File: src/rtl/ecc_pkg.sv
`default_nettype none
// ============================================================================
// Module : ecc_pkg
// Brief  : SEC code definitions shared by the write encoder and read decoder.
// Rev    : 1.0
// ============================================================================
package ecc_pkg;

  localparam int ECC_DATA_W = 128;
  localparam int ECC_CODE_W = 8;

  // Partial code[6:0] over one 32-bit quarter; base is the index of q[0].
  // XOR-ing the 1-based position of every set bit equals the per-bit rule.
  function automatic logic [6:0] ecc_partial(input logic [31:0] q, input int base);
    logic [6:0] p;
    int         pos;
    p = '0;
    for (int j = 0; j < 32; j++) begin
      pos = base + j + 1;
      if (pos <= 127 && q[j]) p = p ^ pos[6:0];
    end
    return p;
  endfunction

  function automatic logic [ECC_CODE_W-1:0] ecc_calc(input logic [ECC_DATA_W-1:0] d);
    logic [6:0] c;
    c = '0;
    for (int q = 0; q < 4; q++) c = c ^ ecc_partial(d[32*q +: 32], 32*q);
    return {d[127], c};
  endfunction

endpackage
`default_nettype wire

File: src/rtl/ecc_write_encoder_if.sv
`default_nettype none
// ============================================================================
// Module : ecc_write_encoder_if
// Brief  : Input stream, injection control and SRAM-side output stream.
// Rev    : 1.0
// ============================================================================
interface ecc_write_encoder_if
  import ecc_pkg::*;
#(
  parameter int ADDR_W = 11
);
  logic                  in_valid;
  logic                  in_ready;
  logic [ADDR_W-1:0]     in_addr;
  logic [ECC_DATA_W-1:0] in_data;
  logic                  inj_arm;
  logic [7:0]            inj_bit;
  logic                  out_valid;
  logic                  out_ready;
  logic [ADDR_W-1:0]     out_addr;
  logic [ECC_DATA_W-1:0] out_data;
  logic [ECC_CODE_W-1:0] out_code;

  modport master (
    output in_valid, in_addr, in_data, inj_arm, inj_bit, out_ready,
    input  in_ready, out_valid, out_addr, out_data, out_code
  );

  modport slave (
    input  in_valid, in_addr, in_data, inj_arm, inj_bit, out_ready,
    output in_ready, out_valid, out_addr, out_data, out_code
  );
endinterface
`default_nettype wire

File: src/rtl/ecc_write_encoder.sv
`default_nettype none
// ============================================================================
// Module : ecc_write_encoder
// Brief  : Two-stage SEC encoder with one-shot error injection and a
//          saturating count of words written to the SRAM arbiter.
// Rev    : 1.0
// ============================================================================
module ecc_write_encoder
  import ecc_pkg::*;
#(
  parameter int ADDR_W = 11,
  parameter int CNT_W  = 32
) (
  input  logic                    clk,
  input  logic                    rst_n,
  ecc_write_encoder_if.slave      bus,
  output logic                    inj_pending,
  output logic [CNT_W-1:0]        wr_count
);

  logic                  r_s1_valid;
  logic [ADDR_W-1:0]     r_s1_addr;
  logic [ECC_DATA_W-1:0] r_s1_data;
  logic [3:0][6:0]       r_s1_part;
  logic                  r_s1_inj_en;
  logic [7:0]            r_s1_inj_bit;

  logic                  r_s2_valid;
  logic [ADDR_W-1:0]     r_s2_addr;
  logic [ECC_DATA_W-1:0] r_s2_data;
  logic [ECC_CODE_W-1:0] r_s2_code;

  logic                  r_inj_pending;
  logic [7:0]            r_inj_bit;
  logic [CNT_W-1:0]      r_wr_count;

  logic                  w_s2_load;
  logic                  w_accept;
  logic                  w_inj_en;
  logic [7:0]            w_inj_bit;
  logic [3:0][6:0]       w_part;
  logic [ECC_CODE_W-1:0] w_code;
  logic [ECC_DATA_W-1:0] w_flip_data;
  logic [ECC_CODE_W-1:0] w_flip_code;

  assign w_s2_load    = !r_s2_valid || bus.out_ready;
  assign bus.in_ready = !r_s1_valid || w_s2_load;
  assign w_accept     = bus.in_valid && bus.in_ready;

  // An arm in the accepting cycle wins over the latched bit.
  assign w_inj_en  = bus.inj_arm || r_inj_pending;
  assign w_inj_bit = bus.inj_arm ? bus.inj_bit : r_inj_bit;

  for (genvar q = 0; q < 4; q++) begin : g_part
    assign w_part[q] = ecc_partial(bus.in_data[32*q +: 32], 32*q);
  end

  assign w_code = {r_s1_data[127], r_s1_part[0] ^ r_s1_part[1] ^ r_s1_part[2] ^ r_s1_part[3]};

  // Bits 0..127 hit data, 128..135 hit code, anything above is a no-op.
  assign w_flip_data = (r_s1_inj_en && !r_s1_inj_bit[7])
                     ? (ECC_DATA_W'(1) << r_s1_inj_bit[6:0]) : '0;
  assign w_flip_code = (r_s1_inj_en && r_s1_inj_bit[7:3] == 5'b10000)
                     ? (ECC_CODE_W'(1) << r_s1_inj_bit[2:0]) : '0;

  always_ff @(posedge clk or negedge rst_n) begin
    if (!rst_n) begin
      r_s1_valid    <= 1'b0;
      r_s1_addr     <= '0;
      r_s1_data     <= '0;
      r_s1_part     <= '0;
      r_s1_inj_en   <= 1'b0;
      r_s1_inj_bit  <= '0;
      r_s2_valid    <= 1'b0;
      r_s2_addr     <= '0;
      r_s2_data     <= '0;
      r_s2_code     <= '0;
      r_inj_pending <= 1'b0;
      r_inj_bit     <= '0;
      r_wr_count    <= '0;
    end else begin
      if (bus.in_ready) r_s1_valid <= w_accept;
      if (w_accept) begin
        r_s1_addr    <= bus.in_addr;
        r_s1_data    <= bus.in_data;
        r_s1_part    <= w_part;
        r_s1_inj_en  <= w_inj_en;
        r_s1_inj_bit <= w_inj_bit;
      end

      if (w_accept) begin
        r_inj_pending <= 1'b0;
      end else if (bus.inj_arm) begin
        r_inj_pending <= 1'b1;
        r_inj_bit     <= bus.inj_bit;
      end

      if (w_s2_load) begin
        r_s2_valid <= r_s1_valid;
        if (r_s1_valid) begin
          r_s2_addr <= r_s1_addr;
          r_s2_data <= r_s1_data ^ w_flip_data;
          r_s2_code <= w_code ^ w_flip_code;
        end
      end

      if (r_s2_valid && bus.out_ready && r_wr_count != '1)
        r_wr_count <= r_wr_count + CNT_W'(1);
    end
  end

  assign bus.out_valid = r_s2_valid;
  assign bus.out_addr  = r_s2_addr;
  assign bus.out_data  = r_s2_data;
  assign bus.out_code  = r_s2_code;
  assign inj_pending   = r_inj_pending;
  assign wr_count      = r_wr_count;

endmodule
`default_nettype wire

File: src/flat_wrapper.sv
// flat-port wrapper written by rule: the top's interface ports become plain ports
module ecc_write_encoder_flat import ecc_pkg::*;
#(
  parameter int ADDR_W = 11,
  parameter int CNT_W  = 32
)
  (clk, rst_n, inj_pending, wr_count, bus_in_valid, bus_in_addr, bus_in_data, bus_inj_arm, bus_inj_bit, bus_out_ready, bus_in_ready, bus_out_valid, bus_out_addr, bus_out_data, bus_out_code);
  ecc_write_encoder_if #(.ADDR_W(ADDR_W)) bus_i ();
  input  logic clk;
  input  logic rst_n;
  output logic inj_pending;
  output logic [CNT_W-1:0] wr_count;
  input wire logic [$bits(bus_i.in_valid)-1:0] bus_in_valid;
  input wire logic [$bits(bus_i.in_addr)-1:0] bus_in_addr;
  input wire logic [$bits(bus_i.in_data)-1:0] bus_in_data;
  input wire logic [$bits(bus_i.inj_arm)-1:0] bus_inj_arm;
  input wire logic [$bits(bus_i.inj_bit)-1:0] bus_inj_bit;
  input wire logic [$bits(bus_i.out_ready)-1:0] bus_out_ready;
  output wire logic [$bits(bus_i.in_ready)-1:0] bus_in_ready;
  output wire logic [$bits(bus_i.out_valid)-1:0] bus_out_valid;
  output wire logic [$bits(bus_i.out_addr)-1:0] bus_out_addr;
  output wire logic [$bits(bus_i.out_data)-1:0] bus_out_data;
  output wire logic [$bits(bus_i.out_code)-1:0] bus_out_code;
  assign bus_i.in_valid = bus_in_valid;
  assign bus_i.in_addr = bus_in_addr;
  assign bus_i.in_data = bus_in_data;
  assign bus_i.inj_arm = bus_inj_arm;
  assign bus_i.inj_bit = bus_inj_bit;
  assign bus_i.out_ready = bus_out_ready;
  assign bus_in_ready = bus_i.in_ready;
  assign bus_out_valid = bus_i.out_valid;
  assign bus_out_addr = bus_i.out_addr;
  assign bus_out_data = bus_i.out_data;
  assign bus_out_code = bus_i.out_code;
  ecc_write_encoder #(.ADDR_W(ADDR_W), .CNT_W(CNT_W)) u_core (.clk(clk), .rst_n(rst_n), .bus(bus_i), .inj_pending(inj_pending), .wr_count(wr_count));
endmodule
File: config.mk
export PLATFORM = sky130hd
export DESIGN_NAME = ecc_write_encoder_flat
export DESIGN_NICKNAME = d
export VERILOG_FILES = /design/src/rtl/ecc_pkg.sv /design/src/rtl/ecc_write_encoder_if.sv /design/src/rtl/ecc_write_encoder.sv /design/src/flat_wrapper.sv
export SDC_FILE = /design/constraint.sdc
export NUM_CORES = 1
export LEC_CHECK = 0
export ABC_CLOCK_PERIOD_IN_PS = 2600
export BUFFER_PORTS_ARGS = -buffer_cell sky130_fd_sc_hd__buf_4
export CAP_MARGIN = 40
export CORE_ASPECT_RATIO = 1.25
export CORE_MARGIN = 2
export CORE_UTILIZATION = 48
export DETAILED_ROUTE_END_ITERATION = 12
export PLACE_DENSITY = 0.71
export REMOVE_ABC_BUFFERS = 1
export SETUP_SLACK_MARGIN = 0.3
export SYNTH_ARGS = -nofsm -noshare
export SYNTH_HDL_FRONTEND = slang
export SYNTH_SLANG_ARGS = --single-unit
File: constraint.sdc
create_clock -name clk -period 2.6 [get_ports clk]
set_clock_uncertainty 0.2 [all_clocks]
set_input_delay 0.26 -clock clk [delete_from_list [all_inputs] [get_ports clk]]
set_output_delay 0.26 -clock clk [all_outputs]
set_load 0.02 [all_outputs]
==> results.ini <==
[timing]
post-route-min-period_ns=2.20
timing.fmax_mhz=455
fin_setup_tns_ns=0
setup_viol=0
fin_crit_sh_pct=84.6
relSlewSlack_pct=47.8
fin_ws_ns=0.401
worst_pin_slew_ns=0.783
hold_viol_final=0
rsz0062_at_grt=yes
drv_slew=0

[clocking]
cts_htree_levels=2
clkSinkCount=361
cts_buffers=38
cts_tree=done
clk_latency_ns=0.53
cts_buffer_depth=3
clk_pin_slew_worst_paths_ns=0.06
root_buffer=clkbuf_16

[setup_path]
cp_slowest_cell=dfrtp_1
worstSetupStartpointType=register
critical_path.endpoint_type=register
path_max_fanout=8
cp.arrival_ns=2.40
cpPeakStageDelay_ns=0.38
cp_top_family=simple AND/OR/NAND/NOR gates
crit_chain=nor2b_1 > and3_1 > nand3b_1 > nor2_1 > xnor2_1 > o21ai_0
crit_required_ns=2.80
worst-path-buf-inv=0
path_class=register to register

[synthesis]
synth_fa_ha_area_share_pct=0.0712
ys_async_sr_fraction_pct=100
synth_top_family_by_area=XOR/XNOR gates
netlist_area_mm2=0.0176
synth_edf_count=0
synth_top_area_share_pct=51.4
avgSynthCellArea_um2=10.7
synth_top_cell_by_area=dfrtp_1
synth_compound_area_share_pct=4.95
yosys.area_share.simple_pct=10.9
yosysWarnings=0
yosys-top-cells-area=dfrtp_1 51%, xnor2_1 14%, mux2_2 9.5%
synth_mux_area_share_pct=10.0
synth.distinct_cells=37
ys_seq_area_share_pct=51.4
synth_ff_type=dfrtp_1
syn_inst=1638
synth_xor_area_share_pct=20.9
ys_ff_latch=361

[grt]
grt_pass1_wl_um=77800
grt_usage_pct=26.3
antenna_found_initial=1
grt_pass1_vias=13913
overflow=0
grt_max_degree=96

[pwr]
p_leak_uw=0.0103
power_density_mw_per_mm2=821
ir_drop_mv=0.498

[final_layout]
final_util_pct=65.8
areaGrowthSynthToFinish_pct=35.6
nets=2281
final_area_mm2=0.0238
final_cells=2638
layout-drive-gt1-share_pct=28.6

[die]
die_x_um=175
num_rows=78
initial_core_util_pct=48.6
die_h_um=218
core_area_mm2=0.0362
io_pins=334
dieArea_mm2=0.0382

[hold_path]
min_path_type=input pin to asynchronous set/reset pin

[place]
dp_slack_ns=0.155
place_hpwl_um=35100
dpl.cell_count=2411
portBuffers=333
place_area_mm2=0.0209
globalplace.congestion=0.878

[drt]
vias_per_cell=5.07
firstDrtPassIters=5
final_antenna_net_count=0
drc_errors=0
post_drt_wl_per_cell_um=19.1
vias=13375
drtIter0Drc=704
finalWirelength_um=50400

[run_status]
status=finished clean

[run]
drv_cap=0

[metrics by stage]
stage / power [µW] / hold slack [ns]
3_5_place_dp: 13600 / 0.0236
3_3_place_gp: 13400 / 0.0287
4_1_cts: 19700 / 0.0570
6_report: 19600 / 0.0538
2_1_floorplan: 11200 / -0.236
5_1_grt: 20500 / 0.0823
[power by group]
| group | total [µW] | switching, µW | internal [µW] |
|---|---|---|---|
| logic | 6110 | 3170 | 2940 |
| clock network | 5850 | 2280 | 3570 |
| registers | 7610 | 864 | 6750 |
[logic make-up after synthesis]
family / Yosys count
XOR/XNOR: 410
adder cells (fa/ha/maj): 1
flip-flops: 361
AND/OR/NAND/NOR: 454
multiplexers: 157
AO/OA/AOI/OAI: 172
buffers and inverters: 83
[cell type report]
type	instances	area [µm²]
fill	2754	12400
sequential	361	9030
tap	480	601
antenna	1	2.50
inverter	1	3.75
multi-input combinational	1194	8300
clock buffer	53	1140
timing repair buffer	532	4530
clock inverter	16	221
[final timing paths]
path / start / to / slack [ns] / cells after the start
max: u_core.r_s1_inj_en$_DFFE_PN0P_ / u_core.bus.out_data[107]$_DFFE_PN0P_ / 0.40 / 6
min: rst_n / u_core.bus.out_data[67]$_DFFE_PN0P_ / 0.05 / 2
max reg2reg: u_core.r_s1_inj_en$_DFFE_PN0P_ / u_core.bus.out_data[107]$_DFFE_PN0P_ / 0.40 / 6
min reg2reg: u_core.r_s1_addr[3]$_DFFE_PN0P_ / u_core.bus.out_addr[3]$_DFFE_PN0P_ / 0.26 / 2
max in group asynchronous: rst_n / u_core.bus.out_data[110]$_DFFE_PN0P_ / 1.37 / 3
min in group clk: u_core.r_s1_addr[3]$_DFFE_PN0P_ / u_core.bus.out_addr[3]$_DFFE_PN0P_ / 0.26 / 2
[Yosys cell counts, types with 2 or more instances]
master	n
mux2_2	149
or2_2	5
nand3_1	23
a21oi_1	2
buf_2	2
nand3b_1	6
nand4_1	6
and2_1	4
xnor2_1	282
nand2b_1	5
nor3_1	4
nor2_1	67
o21ai_0	165
clkbuf_1	80
xor2_1	121
nor2b_1	3
and3_1	9
o21ai_1	2
xnor3_1	6
and4_1	4
dfrtp_1	361
nor3b_1	2
mux2i_1	8
or3b_2	2
or3_1	3
nand2_1	306
[what timing repair did]
action	CTS	global route
endpoints found under the setup margin	23	19
pin swaps	0	2
hold buffers	152	0
resized for setup	6	9
buffers inserted	1	3
gates cloned	0	1
endpoints found under the hold margin	521	0
[layout by cell type (no fill, tap or decap), drive strengths merged, types with 8 or more instances in the layout]
master | netlist | layout
dlygate4sd3 | 0 | 152
xnor2 | 283 | 283
nor2 | 67 | 67
nand3 | 23 | 23
dfrtp | 361 | 361
buf | 2 | 380
clkbuf | 80 | 53
and3 | 9 | 9
nand2 | 306 | 306
mux2 | 149 | 149
o21ai | 167 | 167
xor2 | 121 | 121
mux2i | 8 | 8
[per-layer routing]
layer,track usage (%),part of all wire (%),vias to the layer above
met4,11.4,4.5,0
li1,-,-,6312
met2,46.4,51,358
met3,3.45,4.1,123
met1,32.2,40,6582
met5,0,0,-
[sequential cells by signal, indices dropped and copies added (netlist names)]
name and count:
u_core.r_s1_part 24, u_core.inj_pending 1, u_core.bus.out_addr 11, u_core.r_s1_addr 11
u_core.wr_count 32, u_core.bus.out_data 128, u_core.bus.out_valid 1, u_core.r_s1_inj_en 1
u_core.r_s1_inj_bit 8, u_core.r_s1_data 127, u_core.bus.out_code 8, u_core.r_inj_bit 8
u_core.r_s1_valid 1
Note: power is estimated with default switching activity, not from simulation.
